===== src/rtl/keypad_pkg.sv =====
// rtl/keypad_pkg.sv - shared state type, row/column constants and row-drive helper for the keypad scanner
package keypad_pkg;

  typedef enum logic [1:0] {
    SCAN,
    DEBOUNCE,
    HELD
  } state_e;

  localparam logic [3:0] ROW_IDLE  = 4'b1110;
  localparam logic [3:0] COLS_NONE = 4'b1111;

  function automatic logic [3:0] row_drive(input logic [1:0] row_idx);
    return ~(4'b0001 << row_idx);
  endfunction

endpackage


===== src/rtl/keypad_scanner_if.sv =====
// rtl/keypad_scanner_if.sv - keypad matrix pins and decoded key outputs of the scanner
interface keypad_scanner_if;
  logic [3:0]  col_pi;
  logic [3:0]  row_po;
  logic [3:0]  key_po;
  logic        key_valid_po;
  logic        key_held_po;
  logic [15:0] num_po;

  modport master (
    output col_pi,
    input  row_po, key_po, key_valid_po, key_held_po, num_po
  );

  modport slave (
    input  col_pi,
    output row_po, key_po, key_valid_po, key_held_po, num_po
  );
endinterface


===== src/rtl/keypad_keymap.sv =====
// rtl/keypad_keymap.sv - maps (row index, active-low columns) to a hex key code; flags a single low column
module keypad_keymap (
  input  logic [1:0] row_idx_pi,
  input  logic [3:0] cols_pi,
  output logic [3:0] code_po,
  output logic       single_po
);

  logic [1:0] col_idx;

  always_comb begin
    single_po = 1'b1;
    col_idx   = 2'd0;
    case (cols_pi)
      4'b1110: col_idx = 2'd0;
      4'b1101: col_idx = 2'd1;
      4'b1011: col_idx = 2'd2;
      4'b0111: col_idx = 2'd3;
      default: single_po = 1'b0;
    endcase
  end

  always_comb begin
    code_po = 4'h0;
    case ({row_idx_pi, col_idx})
      4'h0: code_po = 4'h1;
      4'h1: code_po = 4'h2;
      4'h2: code_po = 4'h3;
      4'h3: code_po = 4'hA;
      4'h4: code_po = 4'h4;
      4'h5: code_po = 4'h5;
      4'h6: code_po = 4'h6;
      4'h7: code_po = 4'hB;
      4'h8: code_po = 4'h7;
      4'h9: code_po = 4'h8;
      4'hA: code_po = 4'h9;
      4'hB: code_po = 4'hC;
      4'hC: code_po = 4'h0;
      4'hD: code_po = 4'hF;
      4'hE: code_po = 4'hE;
      4'hF: code_po = 4'hD;
      default: code_po = 4'h0;
    endcase
  end

endmodule


===== src/rtl/keypad_scanner.sv =====
// rtl/keypad_scanner.sv - 4x4 keypad row scanner with debounce, hold tracking and a 4-nibble entry register
module keypad_scanner
  import keypad_pkg::*;
#(
  parameter int DEBOUNCE_TICKS = 4
) (
  input  logic clk_pi,
  input  logic rst_n_pi,
  input  logic clk_en_pi,
  keypad_scanner_if.slave kp
);

  localparam logic [3:0] DT = 4'(DEBOUNCE_TICKS);

  state_e      state_q, state_d;
  logic [3:0]  sync1_q, sync1_d;
  logic [3:0]  sync2_q, sync2_d;
  logic [1:0]  idx_q, idx_d;
  logic [3:0]  row_q, row_d;
  logic [3:0]  cnt_q, cnt_d;
  logic [3:0]  cand_q, cand_d;
  logic [3:0]  key_q, key_d;
  logic        valid_q, valid_d;
  logic        held_q, held_d;
  logic [15:0] num_q, num_d;

  logic [3:0]  code;
  logic        single;
  logic        accept;

  keypad_keymap u_keymap (
    .row_idx_pi (idx_q),
    .cols_pi    (sync2_q),
    .code_po    (code),
    .single_po  (single)
  );

  always_comb begin
    state_d = state_q;
    sync1_d = kp.col_pi;
    sync2_d = sync1_q;
    idx_d   = idx_q;
    cnt_d   = cnt_q;
    cand_d  = cand_q;
    key_d   = key_q;
    valid_d = 1'b0;
    held_d  = held_q;
    num_d   = num_q;
    accept  = 1'b0;

    if (clk_en_pi) begin
      case (state_q)
        SCAN: begin
          if (single) begin
            cand_d = sync2_q;
            if (DEBOUNCE_TICKS == 1) begin
              accept = 1'b1;
            end else begin
              cnt_d   = 4'd1;
              state_d = DEBOUNCE;
            end
          end else begin
            idx_d = idx_q + 2'd1;
          end
        end
        DEBOUNCE: begin
          if (sync2_q == cand_q) begin
            cnt_d = cnt_q + 4'd1;
            if (cnt_q + 4'd1 == DT) accept = 1'b1;
          end else begin
            cnt_d   = 4'd0;
            idx_d   = idx_q + 2'd1;
            state_d = SCAN;
          end
        end
        HELD: begin
          // Row stays parked on the held key until it has been released for DT ticks.
          if (sync2_q == COLS_NONE) begin
            cnt_d = cnt_q + 4'd1;
            if (cnt_q + 4'd1 == DT) begin
              cnt_d   = 4'd0;
              held_d  = 1'b0;
              idx_d   = idx_q + 2'd1;
              state_d = SCAN;
            end
          end else begin
            cnt_d = 4'd0;
          end
        end
        default: begin
          cnt_d   = 4'd0;
          state_d = SCAN;
        end
      endcase
    end

    if (accept) begin
      key_d   = code;
      num_d   = {num_q[11:0], code};
      valid_d = 1'b1;
      held_d  = 1'b1;
      cnt_d   = 4'd0;
      state_d = HELD;
    end

    row_d = row_drive(idx_d);
  end

  always_ff @(posedge clk_pi or negedge rst_n_pi) begin
    if (!rst_n_pi) begin
      state_q <= SCAN;
      sync1_q <= COLS_NONE;
      sync2_q <= COLS_NONE;
      idx_q   <= 2'd0;
      row_q   <= ROW_IDLE;
      cnt_q   <= 4'd0;
      cand_q  <= COLS_NONE;
      key_q   <= 4'h0;
      valid_q <= 1'b0;
      held_q  <= 1'b0;
      num_q   <= 16'h0000;
    end else begin
      state_q <= state_d;
      sync1_q <= sync1_d;
      sync2_q <= sync2_d;
      idx_q   <= idx_d;
      row_q   <= row_d;
      cnt_q   <= cnt_d;
      cand_q  <= cand_d;
      key_q   <= key_d;
      valid_q <= valid_d;
      held_q  <= held_d;
      num_q   <= num_d;
    end
  end

  assign kp.row_po       = row_q;
  assign kp.key_po       = key_q;
  assign kp.key_valid_po = valid_q;
  assign kp.key_held_po  = held_q;
  assign kp.num_po       = num_q;

endmodule


===== src/flat_wrapper.sv =====
// flat-port wrapper written by rule: the top's interface ports become plain ports
module keypad_scanner_flat import keypad_pkg::*;
#(
  parameter int DEBOUNCE_TICKS = 4
)
  (clk_pi, rst_n_pi, clk_en_pi, kp_col_pi, kp_row_po, kp_key_po, kp_key_valid_po, kp_key_held_po, kp_num_po);
  keypad_scanner_if kp_i ();
  input  logic clk_pi;
  input  logic rst_n_pi;
  input  logic clk_en_pi;
  input wire logic [$bits(kp_i.col_pi)-1:0] kp_col_pi;
  output wire logic [$bits(kp_i.row_po)-1:0] kp_row_po;
  output wire logic [$bits(kp_i.key_po)-1:0] kp_key_po;
  output wire logic [$bits(kp_i.key_valid_po)-1:0] kp_key_valid_po;
  output wire logic [$bits(kp_i.key_held_po)-1:0] kp_key_held_po;
  output wire logic [$bits(kp_i.num_po)-1:0] kp_num_po;
  assign kp_i.col_pi = kp_col_pi;
  assign kp_row_po = kp_i.row_po;
  assign kp_key_po = kp_i.key_po;
  assign kp_key_valid_po = kp_i.key_valid_po;
  assign kp_key_held_po = kp_i.key_held_po;
  assign kp_num_po = kp_i.num_po;
  keypad_scanner #(.DEBOUNCE_TICKS(DEBOUNCE_TICKS)) u_core (.clk_pi(clk_pi), .rst_n_pi(rst_n_pi), .clk_en_pi(clk_en_pi), .kp(kp_i));
endmodule

===== config.mk =====
export PLATFORM = sky130hd
export DESIGN_NAME = keypad_scanner_flat
export DESIGN_NICKNAME = d
export VERILOG_FILES = /design/src/rtl/keypad_pkg.sv /design/src/rtl/keypad_scanner_if.sv /design/src/rtl/keypad_keymap.sv /design/src/rtl/keypad_scanner.sv /design/src/flat_wrapper.sv
export SDC_FILE = /design/constraint.sdc
export NUM_CORES = 1
export LEC_CHECK = 0
export BUFFER_PORTS_ARGS = -buffer_cell sky130_fd_sc_hd__buf_4
export CAP_MARGIN = 0
export CORE_ASPECT_RATIO = 0.7
export CORE_MARGIN = 10
export CORE_UTILIZATION = 52
export CTS_BUF_LIST = sky130_fd_sc_hd__clkbuf_4
export CTS_CLUSTER_SIZE = 16
export DETAILED_ROUTE_END_ITERATION = 8
export HOLD_SLACK_MARGIN = 0.12
export PLACE_DENSITY = 0.8
export SLEW_MARGIN = 20
export SYNTH_ARGS = -nofsm -noshare
export SYNTH_HDL_FRONTEND = slang
export SYNTH_SLANG_ARGS = --single-unit

===== constraint.sdc =====
create_clock -name clk_pi -period 1.75 [get_ports clk_pi]
set_input_delay 0.0875 -clock clk_pi [delete_from_list [all_inputs] [get_ports clk_pi]]
set_output_delay 0.0875 -clock clk_pi [all_outputs]
set_load 0.02 [all_outputs]

==> metrics, run 1 <==
run status=finished with violations; failing checks=negative setup slack; Logic pwr share=30.8%; latest clock arrival within the worst-skew pair=370 ps; antenna violations before repair=0; fraction of layout instances using a drive strength above 1=47.67%; most frequently used flop master after synthesis=sky130_fd_sc_hd__dfrtp_1; DP Cell Count=281; cell taking the most area after synthesis=sky130_fd_sc_hd__dfrtp_1; Die Width=94.92 um; leakage component of the power=1.354 nW; switching fraction of total power=32.90%; Site Rows=18; delay of the slowest cell on the worst path=430 ps; Final Critical Period=1830 ps; crit path kind=reg2reg; core area=3649 um^2; number of enable flip-flop cells after synthesis=0; die height=72.45 um; main area contributors after synthesis=sky130_fd_sc_hd__dfrtp_1, sky130_fd_sc_hd__dfstp_2, sky130_fd_sc_hd__nand2_1; Pwr per Cell Area=927.3 nW/um^2; Top cell by count, worst path=sky130_fd_sc_hd__nand2_1; power dissipated by switching net loads=0.0008440 W; Clk Tree Root Cell=sky130_fd_sc_hd__clkbuf_4; asr flop ratio synth=100.0%; area share of xor/xnor cells in the synthesized design=4.654%; critical path startpoint=u_core.cnt_q[0]; synthesized cell area=2043 um^2; detailed router's first-iteration violation count=73; syn avg cell area=10.53 um^2; worst hold margin=203.6 ps; area enclosed by the die boundary=6876 um^2; Max clock buf depth=2; via count of the first global-routing pass=1637; Clock Power Share=18.4%; CTS tree=built; clock sinks=42; Final nets=269; total setup violations reported at the end of the flow=31; total number of vias=1588; distinct cell type count of the synthesized netlist=49; class of the most critical hold timing path=in2async; slew at the pin closest to its max-slew limit=508.5 ps; highest ir drop seen on vdd=813.3 uV; utilization after layout=75.82%; Total Power Consumption=0.002565 W; basic-gate share of the synthesized area counting and, or, nand and nor cells=19.23%; leading cell types by count after synthesis=sky130_fd_sc_hd__nand2_1, sky130_fd_sc_hd__dfrtp_1, sky130_fd_sc_hd__dfstp_2; maximum clock skew at final layout=13.59 ps; compound-cell area share of the yosys netlist=9.675%; critical path startpoint category=register; number of buffers inserted during clock tree synthesis=5; CP arrival=2100 ps; Slowest cell on crit path=sky130_fd_sc_hd__dfrtp_1; number of non-filler instances in the completed layout=308; critical register-to-register path startpoint=u_core.cnt_q[0]; routed via count divided by cell count=5.156; number of nets with antenna violations after detailed routing=0; count of port buffers added during placement=32; total gr overflow=0; most frequent cell after synthesis=sky130_fd_sc_hd__nand2_1; Cell Int Power=0.001721 W; total global routing track utilization=13.44%; final hold violation count=0; required arrival time at the worst endpoint=2020 ps; unrepaired setup endpoints after global routing=true; area delta synth->final=35.39%; area fraction of the dominant cell type after synthesis=33.07%; number of warnings reported in the yosys synthesis log=0; clock-pin slew on the worst setup and hold paths=130 ps; wire length of the first global-routing pass=7383 um; average routed wire per standard cell=14.59 um; drt first pass iters=4; ANT cells=0; min setup slack post-route=-79.68 ps; initial cell density of the core=56.00%; Boundary Pins=33; pin count of the biggest net entering global routing=43; maximum level of the CTS H-tree=2; synthesized instance count=194; area share of fa/ha/maj cells after synthesis=3.062%; sequential element share of the synthesized area=52.36%; Tcrit/Tclk final=104.6%; Worst slew margin=66.10%; maximum fanout along the worst path=10; Max Slew Vio Count=0; sequential fraction of design power=50.8%; capturing element type of the critical path=register; main combinational cell family by area after synthesis=simple AND/OR/NAND/NOR gates; cells along the critical path=ha_2, and3b_2, a31oi_4, or3_4, buf_12, nand2_1, nand2_1; placed wire-length estimate after detailed placement=2970 um; Remaining DRCs=0; placer's final routability congestion estimate=0.8317; number of nets in the synthesized netlist=206; Setup WS pre-CTS=-198.6 ps; timing-limited maximum frequency=546.5 MHz; Final Routed Wirelength=4495 um; count of max-cap constraint violations=0; register bit total from synthesis=42; share of cell area taken by muxes after synthesis=4.899%
[routing by layer]
layer | up-vias | routed length [um] | global-route usage (%)
met4 | 0 | 102 | 5.960
li1 | 772 | - | -
met2 | 38 | 2052 | 21.50
met5 | - | 0 | 0
met1 | 764 | 2005 | 15.80
met3 | 14 | 334 | 5.036
[state kept, by name, summed over array words and instances (netlist names)]
register / flops
u_core.cand_q: 4
u_core.cnt_q: 4
u_core.idx_q: 2
u_core.kp.key_held_po: 1
u_core.kp.key_valid_po: 1
u_core.kp.num_po: 16
u_core.kp.row_po: 4
u_core.state_q: 2
u_core.sync1_q: 4
u_core.sync2_q: 4
[power by group through the flow]
| stage | registers (W) | logic (W) | clock network [W] |
|---|---|---|---|
| 2_1_floorplan | 0.00130 | 0.000484 | 0 |
| 3_3_place_gp | 0.00132 | 0.000674 | 0 |
| 3_5_place_dp | 0.00132 | 0.000696 | 0 |
| 4_1_cts | 0.00130 | 0.000769 | 0.000487 |
| 5_1_grt | 0.00133 | 0.000873 | 0.000516 |
| 6_report | 0.00130 | 0.000790 | 0.000472 |
[cells by family after synthesis]
group | after synthesis
compound gates | 28
xor+xnor | 10
fa+ha+maj | 5
buf+inv | 21
flops | 42
mux | 8
simple gates | 80
[worst max-delay path, delay by kind of cell (launching register included)]
family,cells,cell delay (ps)
buf+inv,1,160
flops,1,430
compound gates,1,140
fa+ha+maj,1,210
simple gates,4,790
[final cells by class]
type	instances	area [um^2]
Sequential cell	42	1070
Multi-Input combinational cell	131	962.2
Fill cell	262	882.1
Timing Repair Buffer	71	595.6
Tap cell	50	62.56
Clock buffer	5	37.54
Inverter	6	22.52
Clock inverter	3	16.27
[worst paths after layout]
path / endpoint / slack (ps) / depth (start not counted)
min in group clk_pi: u_core.sync2_q[2] / 360 / 0
max in group asynchronous: u_core.sync1_q[0] / 1150 / 2
max reg2reg: u_core.kp.num_po[7] / -80 / 7
max: u_core.kp.num_po[7] / -80 / 7
min: u_core.cnt_q[1] / 200 / 2
min reg2reg: u_core.sync2_q[2] / 360 / 0
[cell usage in the layout (no fill, tap or decap), types with 3 or more instances in the layout]
| master | Yosys | layout |
|---|---|---|
| sky130_fd_sc_hd__mux2_4 | 4 | 4 |
| sky130_fd_sc_hd__ha_2 | 0 | 3 |
| sky130_fd_sc_hd__nand2_1 | 49 | 41 |
| sky130_fd_sc_hd__buf_4 | 4 | 59 |
| sky130_fd_sc_hd__clkbuf_4 | 1 | 5 |
| sky130_fd_sc_hd__xnor2_1 | 7 | 7 |
| sky130_fd_sc_hd__nor2b_1 | 4 | 4 |
| sky130_fd_sc_hd__dlygate4sd3_1 | 0 | 6 |
| sky130_fd_sc_hd__buf_6 | 3 | 4 |
| sky130_fd_sc_hd__dfstp_2 | 15 | 15 |
| sky130_fd_sc_hd__inv_1 | 6 | 6 |
| sky130_fd_sc_hd__o21ai_1 | 3 | 8 |
| sky130_fd_sc_hd__dfrtp_1 | 27 | 27 |
| sky130_fd_sc_hd__mux2i_1 | 4 | 4 |
| sky130_fd_sc_hd__or2_4 | 0 | 3 |
| sky130_fd_sc_hd__nand2_2 | 1 | 9 |
[through the flow]
stage	instance area [um^2]	setup TNS, ps
4_1_cts	2685	-1617
5_1_grt	2766	-4408
6_report	2766	-1789
2_1_floorplan	2076	-404.7
3_5_place_dp	2417	-2857
3_3_place_gp	2417	-1882
[timing repair]
item                                    CTS  global route
pin swaps                                 9             3
buffers inserted                          9             3
hold endpoints to repair                 51             0
endpoints found under the setup margin   30            34
hold buffers                              6             0
gates resized for setup                  17            19
gates cloned                              1             0
Note: power is estimated with default switching activity, not from simulation.
==> run 2, diff against run 1 <==
Settings changed: PLACE_DENSITY 0.8 to 0.76.
==> metrics, run 2 (same netlist as run 1, synthesis figures left out) <==
run status=finished with violations; failing checks=negative setup slack; routed via count divided by cell count=5.404 (+4.8%); capturing element type of the critical path=register; pin count of the biggest net entering global routing=43 (unchanged); total of fill cells in the finished design=219 (-16%); die height=72.45 um (unchanged); multi-input gate area in the final layout=1069 um^2 (+11%); most frequent standard cell in the layout excluding fill and tap cells=sky130_fd_sc_hd__buf_4; highest ir drop seen on vdd=858.3 uV (+5.5%); total setup violations reported at the end of the flow=31 (unchanged); class of the most critical hold timing path=in2reg; Final Routed Wirelength=5454 um (+21%); critical path startpoint category=register; detailed router's first-iteration violation count=137 (+88%); Max Slew Vio Count=0 (unchanged); Final Critical Period=2008 ps (+178.5 ps); Boundary Pins=33 (unchanged); placed wire-length estimate after detailed placement=3479 um (+17%); utilization after layout=80.86% (+5.0 points); Pwr per Cell Area=961.4 nW/um^2 (+3.7%); Tcrit/Tclk final=114.8% (+10 points); leakage component of the power=1.436 nW (+6.1%); required arrival time at the worst endpoint=2040 ps (+20 ps); Total Power Consumption=0.002836 W (+11%); ANT cells=0 (unchanged); fraction of layout instances using a drive strength above 1=56.49% (+8.8 points); crit path kind=reg2reg; count of max-cap constraint violations=0 (unchanged); Clk Tree Root Cell=sky130_fd_sc_hd__clkbuf_4; total gr overflow=0 (unchanged); clock sinks=42 (unchanged); clock-pin slew on the worst setup and hold paths=130 ps (about the same); timing-limited maximum frequency=498.0 MHz (-8.9%); area delta synth->final=44.40%; via count of the first global-routing pass=1734 (+5.9%); initial cell density of the core=56.00% (unchanged); area enclosed by the die boundary=6876 um^2 (unchanged); core area=3649 um^2 (unchanged); maximum clock skew at final layout=16.52 ps (+2.936 ps); Max clock buf depth=2 (unchanged); met1 track utilization from global routing=15.68% (-0.12 points); number of buffers inserted during clock tree synthesis=5 (unchanged); min setup slack post-route=-258.2 ps (-178.5 ps); CTS tree=built; count of port buffers added during placement=32 (unchanged); slew at the pin closest to its max-slew limit=527.2 ps (+18.69 ps); FF+latch area=1070 um^2 (unchanged); global-route track usage on met2=26.22% (+4.7 points); Die Width=94.92 um (unchanged); Site Rows=18 (unchanged); Worst slew margin=64.86% (-1.2 points); layer carrying the most global-route usage=met2; wire length of the first global-routing pass=8038 um (+8.9%); Remaining DRCs=0 (unchanged); CP arrival=2300 ps (+200 ps); setup total negative slack=-5406 ps (-3617 ps); placer's final routability congestion estimate=0.8809 (+5.9%); unrepaired setup endpoints after global routing=true; average routed wire per standard cell=17.48 um (+20%); total number of vias=1686 (+6.2%); antenna violations before repair=0 (unchanged); highest-count cells in the layout ignoring fill and taps=sky130_fd_sc_hd__buf_4, sky130_fd_sc_hd__nand2_1, sky130_fd_sc_hd__dfrtp_1, sky130_fd_sc_hd__nand2_2, sky130_fd_sc_hd__dfstp_2; drt first pass iters=5 (+1); routing usage on met3=4.933% (-0.10 points); final hold violation count=0 (unchanged); maximum fanout along the worst path=5 (-5); latest clock arrival within the worst-skew pair=390 ps (+20 ps); number of nets with antenna violations after detailed routing=0 (unchanged); number of flip-flops in the largest register=16 (unchanged); Final nets=273 (+1.5%); total global routing track utilization=14.71% (+1.3 points); maximum level of the CTS H-tree=2 (unchanged)
## run 2: changes by cell type in the layout (fill, tap and decap cells not counted), moves of 3 or more
cell                      before  now
sky130_fd_sc_hd__buf_4        59   55
sky130_fd_sc_hd__buf_6         4   12
sky130_fd_sc_hd__nand2_1      41   31
sky130_fd_sc_hd__nand2_2       9   17
sky130_fd_sc_hd__o22ai_2       0    3
sky130_fd_sc_hd__xnor2_1       7    3
## run 2: what timing repair did
item,4_1_cts,5_1_grt
hold buffers,6,0
gates cloned,2,1
endpoints found under the setup margin,33,34
gates resized for setup,24,42
pin swaps,8,23
endpoints found under the hold margin,51,0
buffers inserted,3,5
## run 2: area by class of cell
class,instances,area share (%)
clock buffer,6,1.527
multi-input combinational,131,36.22
timing repair buffer,75,21.97
clock inverter,2,1.145
sequential,42,36.26
tap,50,2.120
inverter,6,0.7634
## run 2: critical path, cell delays in order (launching register included)
cell                        delay, ps
sky130_fd_sc_hd__dfstp_2          580
sky130_fd_sc_hd__buf_6            130
sky130_fd_sc_hd__xnor2_4          120
sky130_fd_sc_hd__nand4_1          250
sky130_fd_sc_hd__or3_4            520
sky130_fd_sc_hd__clkbuf_16        190
sky130_fd_sc_hd__nand2_2           70
sky130_fd_sc_hd__o21ai_2           50
## run 2: routing by layer
metal / vias to the layer above / routed length [um] / share of wire [%]
met5: - / 0 / 0
met4: 0 / 125 / 2.3
met3: 13 / 399 / 7.3
met2: 55 / 2792 / 51
met1: 840 / 2136 / 39
li1: 778 / - / -
## run 2: per-stage QoR
step / instances / setup slack, ps / hold slack, ps / instance area [um^2]
final: 312 / -258.2 / 140.8 / 2950
after global routing: 312 / -297.7 / 154.7 / 2950
after CTS: 306 / -117.6 / 123.3 / 2731
after detailed placement: 287 / -226.5 / 95.55 / 2462
after global placement: 287 / -138.0 / 90.72 / 2462
after floorplan: 194 / -67.17 / -208.1 / 2076
## run 2: report_power, final
group	internal (W)	switching [W]
clock	0.000313	0.000325
sequential	0.00116	0.000181
combinational	0.000457	0.000404
total	0.00193	0.000910
## run 2: path summary, 6_finish.rpt
kind,cells after the start,from,slack [ps],endpoint
setup / recovery,7,u_core.sync2_q[1],-260,u_core.kp.num_po[2]
hold / removal,3,clk_en_pi,140,u_core.kp.key_valid_po
setup reg to reg,7,u_core.sync2_q[1],-260,u_core.kp.num_po[2]
hold reg to reg,0,u_core.sync1_q[3],370,u_core.sync2_q[3]
max in group asynchronous,2,rst_n_pi,1160,u_core.cand_q[2]
min in group asynchronous,2,rst_n_pi,210,u_core.kp.key_held_po
==> run 3, diff against run 2 <==
Settings changed: ABC_AREA set to 1, ABC_CLOCK_PERIOD_IN_PS set to 1600.
Clock period 1.75 ns to 1.6 ns, I/O delays scaled along.
==> metrics, run 3 <==
run status=finished with violations; failing checks=negative setup slack; synthesized instance count=230 (+19%); DP Cell Count=317 (+10%); highest ir drop seen on vdd=1064 uV (+24%); Pwr per Cell Area=1032 nW/um^2 (+7.3%); Logic pwr share=34.4% (+4.1 points); placer's final routability congestion estimate=0.8369 (-5.0%); Final nets=302 (+11%); cell area after layout=2833 um^2 (-4.0%); pin count of the biggest net entering global routing=43 (unchanged); Clock Power Share=18.1% (-4.4 points); number of nets in the synthesized netlist=242 (+17%); most frequent cell after synthesis=sky130_fd_sc_hd__nand2_1; placed wire-length estimate after detailed placement=3052 um (-12%); maximum clock skew at final layout=15.83 ps (-0.6918 ps); cell taking the most area after synthesis=sky130_fd_sc_hd__dfrtp_1; Max Slew Vio Count=0 (unchanged); leakage component of the power=1.460 nW (+1.7%); average routed wire per standard cell=14.08 um (-19%); drt first pass iters=4 (-1); fraction of layout instances using a drive strength above 1=51.89% (-4.6 points); count of port buffers added during placement=32 (unchanged); asr flop ratio synth=100.0% (unchanged); highest-count cells in the layout ignoring fill and taps=sky130_fd_sc_hd__nand2_1, sky130_fd_sc_hd__buf_4, sky130_fd_sc_hd__dfrtp_1, sky130_fd_sc_hd__nand2_2, sky130_fd_sc_hd__inv_1; crit path kind=reg2reg; Remaining DRCs=0 (unchanged); unrepaired setup endpoints after global routing=true; routed via count divided by cell count=4.880 (-9.7%); final hold violation count=0 (unchanged); via count of the first global-routing pass=1637 (-5.6%); leading cell types by count after synthesis=sky130_fd_sc_hd__nand2_1, sky130_fd_sc_hd__dfrtp_1, sky130_fd_sc_hd__inv_1; switching fraction of total power=36.41% (+4.3 points); Die Width=95.13 um (+0.22%); timing-limited maximum frequency=587.6 MHz (+18%); most frequent standard cell in the layout excluding fill and tap cells=sky130_fd_sc_hd__nand2_1; number of non-filler instances in the completed layout=343 (+9.9%); area fraction of the dominant cell type after synthesis=32.89% (-0.18 points); power dissipated by switching net loads=0.001064 W (+17%); CP arrival=1970 ps (-330 ps); distinct cell type count of the synthesized netlist=31 (-37%); CTS tree=built; Clk Tree Root Cell=sky130_fd_sc_hd__clkbuf_4; setup total negative slack=-746.5 ps (+4659 ps); critical path startpoint category=register; main area contributors after synthesis=sky130_fd_sc_hd__dfrtp_1, sky130_fd_sc_hd__dfstp_2, sky130_fd_sc_hd__nand2_1; clock sinks=42 (unchanged); required arrival time at the worst endpoint=1870 ps (-170 ps); antenna violations before repair=0 (unchanged); number of nets with antenna violations after detailed routing=0 (unchanged); initial cell density of the core=53.02% (-3.0 points); slew at the pin closest to its max-slew limit=515.0 ps (-12.11 ps); number of enable flip-flop cells after synthesis=0 (unchanged); area enclosed by the die boundary=6905 um^2 (+0.42%); total setup violations reported at the end of the flow=20 (-35%); synthesized cell area=2054 um^2 (+0.55%); class of the most critical hold timing path=in2async; Placed Instance Area=2404 um^2 (-2.4%); Final Routed Wirelength=4829 um (-11%); latest clock arrival within the worst-skew pair=370 ps (-20 ps); register bit total from synthesis=42 (unchanged); capturing element type of the critical path=register; Max clock buf depth=2 (unchanged); sequential element share of the synthesized area=52.07% (-0.29 points); min setup slack post-route=-101.7 ps (+156.4 ps); die height=72.59 um (+0.20%); Boundary Pins=33 (unchanged); Site Rows=19 (+1); wire length of the first global-routing pass=7624 um (-5.2%); most frequently used flop master after synthesis=sky130_fd_sc_hd__dfrtp_1; count of max-cap constraint violations=0 (unchanged); total global routing track utilization=14.19% (-0.52 points); syn avg cell area=8.932 um^2 (-15%); number of warnings reported in the yosys synthesis log=0 (unchanged); ANT cells=0 (unchanged); total gr overflow=0 (unchanged); Cell Int Power=0.001858 W (-3.5%); total number of vias=1674 (-0.71%); area delta synth->final=37.88%; Worst slew margin=65.66% (+0.81 points); core area=3875 um^2 (+6.2%); Final Critical Period=1702 ps (-306.4 ps); maximum fanout along the worst path=4 (-1); worst hold margin=219.6 ps (+78.82 ps); detailed router's first-iteration violation count=81 (-41%); Tcrit/Tclk final=106.4% (-8.4 points); number of flip-flops in the largest register=16 (unchanged); maximum level of the CTS H-tree=2 (unchanged); Total Power Consumption=0.002922 W (+3.0%); number of buffers inserted during clock tree synthesis=5 (unchanged); sequential fraction of design power=47.6% (+0.4 points); clock-pin slew on the worst setup and hold paths=130 ps (about the same)
==> run 3: changes by cell type after synthesis, moves of 6 or more <==
cell	delta
sky130_fd_sc_hd__nand3_1	+10
sky130_fd_sc_hd__nand2_1	+27
sky130_fd_sc_hd__xnor2_1	-7
sky130_fd_sc_hd__nor2_1	+6
sky130_fd_sc_hd__inv_2	+6
sky130_fd_sc_hd__inv_1	+20
==> run 3: metrics by stage <==
stage / setup WS (ps) / util (%)
final: -101.7 / 73.10
after global routing: -168.4 / 73.10
after CTS: -75.97 / 69.87
after detailed placement: -76.30 / 62.03
after global placement: -65.63 / 62.03
after floorplan: -24.80 / -
==> run 3: layer usage <==
layer | global-route usage, % | share of wire, % | vias to the layer above
met1 | 17.61 | 42 | 798
met2 | 21.36 | 50 | 33
met3 | 5.036 | 6.0 | 10
met4 | 7.119 | 2.3 | 0
met5 | 0 | 0 | -
li1 | - | - | 833
==> run 3: final cells by class <==
class / instances / area (um^2)
sequential: 42 / 1070
fill: 285 / 1042
multi-input combinational: 147 / 994.7
timing repair buffer: 60 / 514.2
inverter: 34 / 135.1
tap: 52 / 65.06
clock buffer: 6 / 45.04
clock inverter: 2 / 8.758
==> run 3: logic make-up after synthesis <==
logic type                 Yosys count  share of synthesized area, %
xor gates and xnor gates             2                        0.8528
DFF                                 42                         52.07
adders and majority gates            5                         3.045
AOI/OAI and AO/OA                   26                         7.917
buffers and inverters               41                         9.257
and+or+nand+nor                    114                         26.86
==> run 3: worst paths after layout <==
path	startpoint	to	slack, ps	cells after the start
worst max register to register	u_core.sync2_q[2]	u_core.kp.num_po[2]	-100	9
max in group asynchronous	rst_n_pi	u_core.kp.row_po[1]	990	2
worst max-delay path	u_core.sync2_q[2]	u_core.kp.num_po[2]	-100	9
worst min register to register	u_core.sync1_q[1]	u_core.sync2_q[1]	360	0
min in group clk_pi	kp_col_pi[2]	u_core.sync1_q[2]	360	2
worst min-delay path	rst_n_pi	u_core.kp.key_held_po	220	2
==> run 3: power groups by stage <==
stage	Combinational (W)	Clock, W	Sequential [W]
final	0.00100	0.000528	0.00139
after global placement	0.000746	0	0.00139
after detailed placement	0.000768	0	0.00140
after global routing	0.00113	0.000583	0.00141
after CTS	0.000897	0.000540	0.00138
after floorplan	0.000455	0	0.00144
==> run 3: critical path, stage by stage (launching register included) <==
cell and delay, ps:
sky130_fd_sc_hd__dfstp_2 580, sky130_fd_sc_hd__inv_2 70, sky130_fd_sc_hd__nor3_4 210, sky130_fd_sc_hd__a31oi_4 60, sky130_fd_sc_hd__ha_4 280, sky130_fd_sc_hd__a21oi_2 50, sky130_fd_sc_hd__o21ai_2 90, sky130_fd_sc_hd__o31ai_4 90
sky130_fd_sc_hd__nor2_1 140, sky130_fd_sc_hd__a21oi_2 40
==> run 3: timing repair <==
action                                  4_1_cts  5_1_grt
cloned                                        1        0
pin swaps                                    12       16
hold buffers                                  6        0
resized for setup                            25       39
setup buffers                                 9        2
endpoints found under the setup margin       10       33
endpoints found under the hold margin        47        0
